<file path="src/rtl/key_switch_conditioner.sv">
// Synchronizes and debounces two active-low push-buttons and four slide switches.
// Produces clean levels, one-cycle edge pulses and an Avalon-MM read-only status port.
module key_switch_conditioner #(
    parameter int DEBOUNCE_CYCLES = 1000000,
    parameter int CNT_W           = 20
) (
    input  logic        clk,
    input  logic        reset,
    input  logic [1:0]  key_n,
    input  logic [3:0]  switch_raw,
    output logic [1:0]  key,
    output logic [1:0]  key_press,
    output logic [1:0]  key_release,
    output logic [3:0]  switch,
    output logic [3:0]  switch_change,
    input  logic [1:0]  address,
    input  logic        read,
    output logic [31:0] readdata
);

    localparam int               N         = 6;
    localparam logic [CNT_W-1:0] LAST      = CNT_W'(DEBOUNCE_CYCLES - 1);
    // Keys idle high (released), switches idle low; also the inversion mask for keys.
    localparam logic [N-1:0]     SYNC_IDLE = 6'b00_0011;

    logic [N-1:0]     sync1;
    logic [N-1:0]     sync2;
    logic [N-1:0]     s;
    logic [N-1:0]     stable;
    logic [N-1:0]     rise;
    logic [N-1:0]     fall;
    logic [CNT_W-1:0] cnt [N];
    logic [1:0]       press_sticky;
    logic [3:0]       chg_sticky;
    logic [31:0]      rd_next;

    // NOTE: sequential state uses non-blocking assignments so every flop samples pre-edge values.
    always_ff @(posedge clk or posedge reset) begin
        if (reset) begin
            sync1 <= SYNC_IDLE;
            sync2 <= SYNC_IDLE;
        end else begin
            sync1 <= {switch_raw, key_n};
            sync2 <= sync1;
        end
    end

    assign s = sync2 ^ SYNC_IDLE;

    // NOTE: the counter array is ordinary flops, not RAM, so it is reset like any other state.
    always_ff @(posedge clk or posedge reset) begin
        if (reset) begin
            stable <= '0;
            rise   <= '0;
            fall   <= '0;
            for (int i = 0; i < N; i++) begin
                cnt[i] <= '0;
            end
        end else begin
            rise <= '0;
            fall <= '0;
            for (int i = 0; i < N; i++) begin
                if (s[i] == stable[i]) begin
                    cnt[i] <= '0;
                end else if (cnt[i] == LAST) begin
                    stable[i] <= s[i];
                    rise[i]   <= s[i];
                    fall[i]   <= ~s[i];
                    cnt[i]    <= '0;
                end else begin
                    cnt[i] <= cnt[i] + CNT_W'(1);
                end
            end
        end
    end

    assign key           = stable[1:0];
    assign switch        = stable[5:2];
    assign key_press     = rise[1:0];
    assign key_release   = fall[1:0];
    assign switch_change = rise[5:2] | fall[5:2];

    // NOTE: rd_next gets a default before the case so no path leaves it unassigned (no latch).
    always_comb begin
        rd_next = '0;
        case (address)
            2'd0:    rd_next = {26'b0, chg_sticky, press_sticky};
            2'd1:    rd_next = {26'b0, stable};
            default: ;
        endcase
    end

    // A pulse coinciding with a clearing read survives into the sticky register.
    always_ff @(posedge clk or posedge reset) begin
        if (reset) begin
            press_sticky <= '0;
            chg_sticky   <= '0;
            readdata     <= '0;
        end else begin
            if (read) begin
                readdata <= rd_next;
            end
            if (read && address == 2'd0) begin
                press_sticky <= key_press;
                chg_sticky   <= switch_change;
            end else begin
                press_sticky <= press_sticky | key_press;
                chg_sticky   <= chg_sticky | switch_change;
            end
        end
    end

endmodule
</file>
<file path="config.mk">
export PLATFORM = sky130hd
export DESIGN_NAME = key_switch_conditioner
export DESIGN_NICKNAME = d
export VERILOG_FILES = /design/src/rtl/key_switch_conditioner.sv
export SDC_FILE = /design/constraint.sdc
export NUM_CORES = 1
export LEC_CHECK = 0
export ABC_AREA = 1
export CELL_PAD_IN_SITES_DETAIL_PLACEMENT = 1
export CELL_PAD_IN_SITES_GLOBAL_PLACEMENT = 2
export CORE_UTILIZATION = 39
export DETAILED_ROUTE_END_ITERATION = 7
export GPL_TIMING_DRIVEN = 0
export PLACE_DENSITY_LB_ADDON = 0.1
export SLEW_MARGIN = 5
export SYNTH_ARGS = -nofsm -noshare
export SYNTH_HDL_FRONTEND = slang
export SYNTH_SLANG_ARGS = --single-unit
</file>
<file path="constraint.sdc">
create_clock -name clk -period 9.5 [get_ports clk]
set_input_delay 1.9 -clock clk [delete_from_list [all_inputs] [get_ports clk]]
set_output_delay 1.9 -clock clk [all_outputs]
set_load 0.01 [all_outputs]
</file>
Word level (Yosys, flattened, before mapping)

Cells that the tools add are included.

Bits in registers: 188
Bits of input ports: 11
Output and inout port bits: 46
Word-level logic and storage cells: 101

Add/subtract/negate cells: 6
Equal/unequal tests: 13
Multiplexer cells: 39
Bitwise logic cells: 16
Reduce and logical (&&, ||, !) cells: 8

Operators with widths:

| operator                                                        | number |
|---|---|
| 20-bit 2-to-1 mux                                               | 12 |
| 20-bit by 1-bit adder with 20-bit output, second input constant | 6 |
| 20-bit == test, second input constant                           | 6 |
| 1-bit 2-to-1 mux                                                | 24 |
| 1-bit NOT                                                       | 12 |
| 6-bit case mux with 2 select lines                              | 1 |
| 2-bit AND reduction                                             | 6 |
| 4-bit bitwise OR                                                | 2 |
| 1-bit == test                                                   | 6 |
| 4-bit 2-to-1 mux                                                | 1 |
| 2-bit by 1-bit == test with 1-bit output, second input constant | 1 |
| 2-bit logical NOT                                               | 1 |
| 2-bit 2-to-1 mux                                                | 1 |
| 2-bit NOT                                                       | 1 |
| 2-bit bitwise OR                                                | 1 |
| 1-bit logical AND                                               | 1 |

Logic depth before layout (Yosys ltp)

Gate-level depths: netlist of run 1.

Depth after elaboration: 4
Gate-level depth with buffers: 9
Mapped depth without buffers: 9

Least setup slack after synthesis of run 1

OpenSTA, ideal clock, no wires.

Kind: input-to-reg
Start point: input port address[1]
End point: register readdata[2]
Library setup time: 0.087 ns
Data arrival time: 2.359 ns
Required time: 9.413 ns
Slack: 7.054 ns
Cell stages on the path: 5
Buffers on the path: 0
Path through: nor2_1 > nand2_1 > inv_1 > nand2_1 > o211ai_1

Longest elaborated chain between the ends: 2
Elaborated cells between the ends (all ways): 3
Those cells by class: 1 x eq/ne; 1 x mux; 1 x reduce/logical

Ends and longest elaborated chain:

| element                                                                       | line | text |
|---|---|---|
| from (decl)                                                                   | 16   | `input logic [1:0] address,` |
| 2-bit by 1-bit == test with 1-bit output or 2-bit logical NOT (tied branches) | 86   | `case (address)` |
| 6-bit case mux with 2 select lines *                                          | 86   |  |
| to (signal assigned)                                                          | 101  | `readdata <= rd_next;` |
| to (decl)                                                                     | 18   | `output logic [31:0] readdata` |

Every way passes the cells marked *; elsewhere a longest branch is shown, timed or not.
A chain may end at the register's enable or synchronous reset.

Worst setup path in the final report of run 1

Start point: register fall[5]
End point: output port switch_change[3]

Longest elaborated chain between the ends: 1

Ends and longest elaborated chain:

| element                           | line | text |
|---|---|---|
| from (decl)                       | 31   | `logic [N-1:0] fall;` |
| from (signal, indexed assignment) | 68   | `fall[i] <= ~s[i];` |
| 4-bit bitwise OR                  | 81   | `assign switch_change = rise[5:2] \| fall[5:2];` |
| to (decl)                         | 15   | `output logic [3:0] switch_change,` |

Every way passes these cells.

==> results.py, run 1 <==
metrics = {
    "placement": {
        "gp_congestion": 0.773,
        "dpl.hpwl_mm": 14.9,
        "place_area_um2": 9420,
        "port_buffers": 30,
    },
    "timing": {
        "finalCriticalPeriod_ns": 3.45,
        "fin_tns_setup_ns": 0,
        "finalSetupViolCount": 0,
        "rsz0062_at_grt": "false",
        "skew_ns": 0.0102,
        "worstMarginPinSlew_ns": 0.601,
        "hold_viol": 0,
        "slew_viol_final": 0,
        "fmax_ghz": 0.290,
        "relSlewSlack_pct": 59.9,
        "timing.final.crit_share_pct": 36.3,
    },
    "critical_path": {
        "start_kind": "register",
        "worst_ep_arrival_time_ns": 1.55,
        "cp_max_fo": 2,
        "path_class": "register to output port",
        "end_kind": "output port",
        "endpoint": "switch_change[3]",
        "critical_path_required_ns": 7.60,
        "reg2reg_setup_slack_ns": 7.91,
        "reg2reg_to": "cnt[78]$_DFF_PP0_",
        "r2r_start": "cnt[60]$_DFF_PP0_",
        "crit_start": "fall[5]$_DFF_PP0_",
        "worst_r2r_path_depth": 6,
    },
    "synthesis": {
        "yosysSeqAreaShare_pct": 47.0,
        "synth_top_cells_by_count": "nor2_1 (263), dfrtp_1 (158), nand2_1 (157)",
        "synthFlopType": "dfrtp_1",
        "synth-seq-cells": 162,
        "yosys.area.top_type": "dfrtp_1",
        "synth_edf_count": 0,
        "netlist_instances": 1056,
        "synthArstFlopShare_pct": 100,
        "synth_top_area_share_pct": 45.8,
        "synth.distinct_cells": 41,
        "synthTopCellsByArea": "dfrtp_1 (46%), nor2_1 (11%), nand2_1 (6.8%)",
        "syn_area_um2": 8640,
        "syn_avg_cell_area_um2": 8.18,
        "ys_warn_count": 0,
        "post-synth-top-count-cell": "nor2_1",
    },
    "drt": {
        "drc": 0,
        "ant_nets": 0,
        "dr_total_vias": 6828,
        "vias_per_cell": 4.79,
        "first_pass_iters": 4,
        "routed_wl_mm": 20.2,
        "drtIter0Drc": 150,
        "routedWlPerCell_um": 14.2,
    },
    "clocking": {
        "numCtsBuffers": 17,
        "cts_tree": "done",
        "cts_buffer_depth": 2,
        "clockRootBuffer": "clkbuf_16",
        "cts_resized": 0,
        "cts.sink_count": 162,
        "htreeDepth": 4,
        "postCtsSetupRepairBufs": 0,
        "cts_hold_buffers": 0,
        "clk-insertion-delay-late_ns": 0.43,
        "clk_pin_slew_ns": 0.07,
    },
    "floorplanning": {
        "ioPinCount": 57,
        "start_util_pct": 39.7,
        "core-area_um2": 21800,
        "die_h_um": 151,
        "dieArea_um2": 22700,
        "rows": 54,
        "die_w_um": 151,
    },
    "power": {
        "peakVddDrop_v": 0.0000854,
        "p_int_w": 0.00113,
        "power_frac_comb_pct": 4.3,
        "seqPwrFrac_pct": 48.6,
        "p_leak_nw": 4.39,
        "switching_share_pct": 22.4,
        "p_clk_share_pct": 47.1,
        "powerDensity_nw_per_um2": 146,
        "switchingPower_w": 0.000326,
    },
    "min_path": {
        "min-delay-path-class": "register to register",
    },
    "layout": {
        "n_antenna_cell": 0,
        "nNetsFinal": 1148,
        "fillerInstances": 2673,
        "post-route-cell-area_um2": 9990,
        "syn2layout_area_growth_pct": 15.6,
        "drive_gt1_share_pct": 12.9,
    },
    "job": {
        "cap_violations": 0,
    },
    "global_routing": {
        "overflow": 0,
        "grt_pass1_wl_mm": 34.3,
        "grt_pass1_vias": 7106,
        "antenna_found_initial": 0,
        "grt.total_usage_pct": 19.4,
        "grt_max_degree": 109,
    },
    "outcome": {
        "status": "finished clean",
    },
}
==> per-layer routing <==
metal / vias to the layer above / global-route usage, % / routed length (µm)
li1: 3436 / - / -
met1: 3311 / 24.7 / 9570
met2: 56 / 33.4 / 9890
met3: 25 / 3.19 / 393
met4: 0 / 6.40 / 356
met5: - / 0 / 0
==> worst max-delay path, stage by stage (launching register included) <==
cell and delay [ns]:
dfrtp_1 0.37, nor2_1 0.22, inv_1 0.06, clkdlybuf4s50_1 0.47
==> stage by stage <==
step	setup slack, ns	hold WS [ns]	total power, W	cells	util, %
6_report	6.05	0.358	0.00145	1424	45.9
5_1_grt	5.95	0.363	0.00151	1424	45.9
4_1_cts	5.98	0.361	0.00148	1424	45.9
3_5_place_dp	6.22	0.351	0.000784	1392	43.3
3_3_place_gp	0.691	0.332	0.000781	1391	43.1
2_1_floorplan	3.23	0.331	0.000763	1081	-
==> registers in the layout, summed over array words and instances, names as in the netlist <==
register / cells
press_sticky: 2
fall: 6
stable: 6
cnt: 120
chg_sticky: 4
sync1: 6
rise: 6
readdata: 6
sync2: 6
==> cells in the final DEF, fill, tap and decap left out, types with 5 or more instances in the layout <==
cell type / instances
nand2_1: 157
nand2_2: 19
xnor2_1: 28
clkbuf_16: 17
xor2_1: 35
inv_1: 99
conb_1: 26
o21ai_0: 6
nor2_2: 19
clkdlybuf4s50_1: 30
nand3b_1: 6
inv_2: 6
ha_1: 6
buf_4: 30
nand3_1: 100
o21a_1: 5
nor3_1: 16
clkbuf_1: 8
nor2_1: 263
nand3_2: 10
nand4_1: 18
dfrtp_1: 158
nor2_4: 13
a21oi_1: 15
==> final cells by class <==
cell class	count	area (µm²)	share of cell area (%)
Tap cell	280	350	3.51
Inverter	106	405	4.06
Timing Repair Buffer	31	328	3.28
Multi-Input combinational cell	778	4030	40.3
Buffer	35	248	2.48
Clock buffer	26	489	4.90
Clock inverter	6	80.1	0.802
Sequential cell	162	4060	40.6
==> power groups by stage <==
stage	clock network (W)	registers (W)	logic, W
2_1_floorplan	0	0.000718	0.0000449
3_3_place_gp	0	0.000720	0.0000613
3_5_place_dp	0	0.000720	0.0000642
4_1_cts	0.000704	0.000707	0.0000642
5_1_grt	0.000725	0.000708	0.0000727
6_report	0.000685	0.000707	0.0000621
==> cell families after synthesis <==
| group | share of synthesized area (%) |
|---|---|
| adder cells (fa/ha/maj) | 0.869 |
| XOR/XNOR | 6.39 |
| AND/OR/NAND/NOR | 34.9 |
| other | 0.0434 |
| buffers and inverters | 7.48 |
| AO/OA/AOI/OAI | 3.30 |
| flip-flops | 47.0 |
==> worst min-delay path by stage <==
stage | from | end | slack (ns) | cells past startpoint
5_1_grt | sync1[0]$_DFF_PP1_ | sync2[0]$_DFF_PP1_ | 0.36 | 0
3_5_place_dp | sync1[3]$_DFF_PP0_ | sync2[3]$_DFF_PP0_ | 0.35 | 0
2_1_floorplan | sync1[2]$_DFF_PP0_ | sync2[2]$_DFF_PP0_ | 0.33 | 0
4_1_cts | sync1[0]$_DFF_PP1_ | sync2[0]$_DFF_PP1_ | 0.36 | 0
6_report | sync1[0]$_DFF_PP1_ | sync2[0]$_DFF_PP1_ | 0.36 | 0
3_3_place_gp | sync1[3]$_DFF_PP0_ | sync2[3]$_DFF_PP0_ | 0.33 | 0
Power figures use the tool's default switching activity.
==> run 2, diff against run 1 <==
- CORE_UTILIZATION: 39 -> 33
- clock period: 9.5 -> 3.1 ns (I/O delays scaled with it)
==> run 2 against run 1 <==
Against the previous run:
- critical path depth unchanged
- global-route usage decreased by 2.5 points
- routed wire length rose by 2.1%
- count of clock-buffer cells in the layout decreased by 4
- via count rose by 0.25%
- critical path type unchanged
- largest cell class unchanged
- largest power group is now clock
==> results.py, run 2 (synthesis results as in run 1) <==
metrics = {
    "floorplanning": {
        "ioPinCount": 57,
        "die_w_um": 164,
        "core-area_um2": 25400,
        "rows": 58,
        "die_h_um": 164,
        "start_util_pct": 34.0,
        "dieArea_um2": 26800,
    },
    "global_routing": {
        "grt.total_usage_pct": 16.9,
        "antenna_found_initial": 0,
        "overflow": 0,
        "grt_max_degree": 38,
        "grt_pass1_wl_mm": 35.6,
        "grt_pass1_vias": 7155,
    },
    "drt": {
        "drtIter0Drc": 265,
        "ant_nets": 0,
        "dr_total_vias": 6845,
        "routed_wl_mm": 20.6,
        "drc": 0,
        "routedWlPerCell_um": 14.0,
        "vias_per_cell": 4.63,
        "first_pass_iters": 4,
    },
    "layout": {
        "n_antenna_cell": 0,
        "mostFrequentLayoutCells": "nor2_1 (263), dfrtp_1 (158), nand2_1 (157), nand3_1 (100), inv_1 (99)",
        "stdcell_count": 1478,
        "register_area_um2": 4060,
        "nNetsFinal": 1152,
        "post-route-util_pct": 40.0,
        "multi_input_area_um2": 4030,
        "syn2layout_area_growth_pct": 17.6,
        "largest_register_ff_count": 120,
        "fillerInstances": 3078,
        "drive_gt1_share_pct": 13.6,
        "final_common_cell": "nor2_1",
        "regMostFlops": "cnt",
    },
    "timing": {
        "slew_viol_final": 0,
        "worstMarginPinSlew_ns": 0.558,
        "timing.final.crit_share_pct": 70.4,
        "finalCriticalPeriod_ns": 2.18,
        "hold_viol": 0,
        "rsz0062_at_grt": "false",
        "relSlewSlack_pct": 62.7,
        "skew_ns": 0.00967,
        "setup_slack_ns": 0.918,
        "fmax_ghz": 0.458,
        "finalSetupViolCount": 0,
    },
    "critical_path": {
        "end_kind": "output port",
        "worst_ep_arrival_time_ns": 1.56,
        "path_class": "register to output port",
        "critical_path_required_ns": 2.48,
        "cp_max_fo": 2,
        "start_kind": "register",
    },
    "clocking": {
        "clk-insertion-delay-late_ns": 0.42,
        "htreeDepth": 4,
        "numCtsBuffers": 17,
        "cts_hold_buffers": 0,
        "clockRootBuffer": "clkbuf_16",
        "cts.sink_count": 162,
        "postCtsSetupRepairBufs": 0,
        "cts_tree": "done",
        "cts_buffer_depth": 2,
        "clk_pin_slew_ns": 0.06,
        "cts_resized": 0,
    },
    "job": {
        "cap_violations": 0,
    },
    "power": {
        "power_frac_comb_pct": 4.4,
        "peakVddDrop_v": 0.000348,
        "seqPwrFrac_pct": 47.5,
        "switching_share_pct": 22.3,
        "p_clk_share_pct": 48.1,
        "p_leak_nw": 4.43,
        "powerDensity_nw_per_um2": 449,
        "switchingPower_w": 0.00102,
        "p_int_w": 0.00354,
    },
    "placement": {
        "gp_congestion": 0.767,
        "port_buffers": 30,
        "place_inst": 1446,
        "pre_cts_ws_ns": 1.15,
        "dpl.hpwl_mm": 15.8,
    },
    "outcome": {
        "status": "finished clean",
    },
    "min_path": {
        "min-delay-path-class": "register to register",
    },
}
run 2: cell count changes in the layout (fill, tap and decap cells not counted):
cell        before  now
clkbuf_1         8    4
buf_16           1    0
inv_8            1    0
buf_12           0    5
clkinvlp_4       0    4
bufinv_16        2    3
run 2: layout make-up:
class | count | share of cell area (%)
Inverter | 106 | 3.96
Sequential cell | 162 | 40.0
Clock buffer | 22 | 4.67
Multi-Input combinational cell | 778 | 39.7
Buffer | 35 | 2.44
Tap cell | 330 | 4.07
Timing Repair Buffer | 35 | 3.94
Clock inverter | 10 | 1.31
run 2: routing by layer:
layer | wire (µm) | track usage [%] | vias up
li1 | - | - | 3447
met1 | 10000 | 22.3 | 3337
met2 | 10000 | 28.6 | 50
met3 | 386 | 2.60 | 11
met4 | 167 | 5.01 | 0
met5 | 0 | 0 | -
run 2: worst max-delay path, cell delays in order (launching register included):
cell and delay (ns):
dfrtp_1 0.36, nor2_1 0.23, inv_1 0.06, clkdlybuf4s50_1 0.49
run 2: per-stage QoR:
stage | setup TNS (ns) | hold WS, ns | power, W | area (µm²)
final | 0 | 0.349 | 0.00456 | 10200
after global routing | 0 | 0.362 | 0.00475 | 10200
after CTS | 0 | 0.351 | 0.00465 | 10200
after detailed placement | 0 | 0.337 | 0.00242 | 9550
after global placement | -191.12 | 0.332 | 0.00240 | 9450
after floorplan | 0 | 0.331 | 0.00234 | 8730
run 2: power by group through the flow:
| stage | Clock (W) | Combinational (W) | Sequential [W] |
|---|---|---|---|
| after detailed placement | 0 | 0.000210 | 0.00221 |
| after CTS | 0.00227 | 0.000210 | 0.00217 |
| after global placement | 0 | 0.000191 | 0.00221 |
| after global routing | 0.00235 | 0.000234 | 0.00217 |
| final | 0.00219 | 0.000202 | 0.00217 |
| after floorplan | 0 | 0.000138 | 0.00220 |
run 2: worst paths after layout:
check	startpoint	to	slack, ns	cells after the start
max in group asynchronous	reset	sync1[0]$_DFF_PP1_	1.76	4
hold reg to reg	sync1[3]$_DFF_PP0_	sync2[3]$_DFF_PP0_	0.35	0
min in group asynchronous	reset	cnt[71]$_DFF_PP0_	0.53	2
hold / removal	sync1[3]$_DFF_PP0_	sync2[3]$_DFF_PP0_	0.35	0
setup reg to reg	cnt[60]$_DFF_PP0_	cnt[69]$_DFF_PP0_	1.50	6
setup / recovery	fall[5]$_DFF_PP0_	switch_change[3]	0.92	3
==> run 3, diff against run 2 <==
- CORE_UTILIZATION: 33 -> 36
- clock period: 3.1 -> 2.26 ns (I/O delays scaled with it)
==> run 3 against run 2 <==
Against the previous run:
- sequential share of layout area increased by 0.094 points
- global-route usage up 2.2 points
- final area down 0.23%
- total power increased by 36%
- via count fell by 0.18%
- setup slack lost 0.70 ns
- worst hold slack about the same
- critical endpoint is now switch_change[1]
==> results.py, run 3 (synthesis results as in run 1) <==
metrics = {
    "layout": {
        "nNetsFinal": 1152,
        "regMostFlops": "cnt",
        "register_area_um2": 4060,
        "largest_register_ff_count": 120,
        "n_antenna_cell": 0,
        "drive_gt1_share_pct": 13.5,
        "syn2layout_area_growth_pct": 17.3,
        "fillerInstances": 2862,
        "multi_input_area_um2": 4030,
        "mostFrequentLayoutCells": "nor2_1 (263), dfrtp_1 (158), nand2_1 (157), nand3_1 (100), inv_1 (99)",
        "post-route-cell-area_um2": 10100,
        "final_common_cell": "nor2_1",
    },
    "drt": {
        "routedWlPerCell_um": 14.4,
        "drtIter0Drc": 232,
        "drc": 0,
        "dr_total_vias": 6833,
        "first_pass_iters": 4,
        "vias_per_cell": 4.66,
        "ant_nets": 0,
        "routed_wl_mm": 21.2,
    },
    "clocking": {
        "cts_hold_buffers": 0,
        "cts.sink_count": 162,
        "clockRootBuffer": "clkbuf_16",
        "clk_pin_slew_ns": 0.06,
        "cts_buffer_depth": 2,
        "postCtsSetupRepairBufs": 0,
        "cts_resized": 0,
        "clk-insertion-delay-late_ns": 0.43,
        "numCtsBuffers": 17,
        "cts_tree": "done",
        "htreeDepth": 4,
    },
    "power": {
        "peakVddDrop_v": 0.000286,
        "switching_share_pct": 22.3,
        "power_frac_comb_pct": 4.5,
        "p_int_w": 0.00483,
        "switchingPower_w": 0.00138,
        "seqPwrFrac_pct": 47.8,
        "p_leak_nw": 4.42,
        "powerDensity_nw_per_um2": 613,
        "p_clk_share_pct": 47.7,
    },
    "placement": {
        "place_area_um2": 9530,
        "port_buffers": 30,
        "gp_congestion": 0.766,
        "dpl.hpwl_mm": 15.9,
        "pre_cts_ws_ns": 0.291,
    },
    "critical_path": {
        "start_kind": "register",
        "worst_ep_arrival_time_ns": 1.59,
        "max_stage_delay_ns": 0.48,
        "end_kind": "output port",
        "crit_chain": "nor2_1, inv_1, clkdlybuf4s50_1",
        "path_class": "register to output port",
        "critical_path_required_ns": 1.81,
        "worst_r2r_path_depth": 6,
        "slowest_stage": "clkdlybuf4s50_1",
        "cpLargestDelayFamily": "buffers and inverters",
        "crit_cells": 3,
        "critPathBufInv": 2,
        "cp_max_fo": 2,
    },
    "floorplanning": {
        "start_util_pct": 36.8,
        "die_w_um": 157,
        "rows": 56,
        "die_h_um": 157,
        "core-area_um2": 23500,
        "ioPinCount": 57,
        "dieArea_um2": 24600,
    },
    "timing": {
        "finalSetupViolCount": 0,
        "relSlewSlack_pct": 61.3,
        "skew_ns": 0.00993,
        "fmax_ghz": 0.491,
        "slew_viol_final": 0,
        "timing.final.crit_share_pct": 90.2,
        "worstMarginPinSlew_ns": 0.580,
        "hold_viol": 0,
        "setup_slack_ns": 0.222,
        "finalCriticalPeriod_ns": 2.04,
        "rsz0062_at_grt": "false",
    },
    "global_routing": {
        "overflow": 0,
        "grt_pass1_wl_mm": 36.7,
        "antenna_found_initial": 0,
        "grt_max_degree": 37,
        "grt_pass1_vias": 7234,
        "grt.total_usage_pct": 19.1,
    },
    "min_path": {
        "hold_depth": 0,
        "min-delay-path-class": "register to register",
    },
    "job": {
        "cap_violations": 0,
    },
    "outcome": {
        "status": "finished clean",
    },
}
[run 3: changes by cell type in the layout (fill, tap and decap cells not counted)]
cell	before	now
clkbuf_8	3	2
clkbuf_1	4	5
[run 3: worst reg2reg max path, cell delays in order (launching register included)]
cell and delay [ns]:
dfrtp_1 0.38, ha_1 0.21, nand3_2 0.15, nor2_2 0.24, nand3_2 0.21, nand2_2 0.23
nor2_1 0.07
[run 3: cell type report]
type                       instances  area share (%)
buffer                            35            2.45
sequential                       162            40.1
tap                              319            3.94
inverter                         106            3.96
clock buffer                      22            4.58
timing repair buffer              35            3.95
multi-input combinational        778            39.7
clock inverter                    10            1.31
[run 3: per-stage QoR]
step	setup TNS (ns)	std cells	hold slack (ns)	total power (W)	util (%)
floorplan	-38.80	1081	0.331	0.00321	-
global placement	-291.32	1430	0.332	0.00329	40.2
detailed placement	0	1435	0.336	0.00331	40.6
CTS	0	1467	0.351	0.00632	43.2
global route	0	1467	0.367	0.00646	43.2
finish	0	1467	0.348	0.00622	43.2
[run 3: power groups by stage]
stage / sequential (W) / combinational (W) / clock [W]
final: 0.00297 / 0.000278 / 0.00296
after global routing: 0.00298 / 0.000322 / 0.00317
after CTS: 0.00297 / 0.000287 / 0.00306
after detailed placement: 0.00303 / 0.000286 / 0
after global placement: 0.00303 / 0.000260 / 0
after floorplan: 0.00302 / 0.000189 / 0
[run 3: final timing paths]
path / slack, ns / to / start
max in group asynchronous: 0.80 / sync2[0]$_DFF_PP1_ / reset
max: 0.22 / switch_change[1] / rise[3]$_DFF_PP0_
min: 0.35 / sync2[3]$_DFF_PP0_ / sync1[3]$_DFF_PP0_
max reg2reg: 0.66 / cnt[60]$_DFF_PP0_ / cnt[60]$_DFF_PP0_
min reg2reg: 0.35 / sync2[3]$_DFF_PP0_ / sync1[3]$_DFF_PP0_
min in group asynchronous: 0.38 / cnt[57]$_DFF_PP0_ / reset
[run 3: per-layer routing]
| layer | routed length, µm | up-vias | global-route usage (%) |
|---|---|---|---|
| met5 | 0 | - | 0 |
| met4 | 294 | 0 | 5.98 |
| met3 | 378 | 19 | 2.92 |
| met2 | 10400 | 53 | 33.3 |
| met1 | 10100 | 3319 | 24.3 |
| li1 | - | 3442 | - |
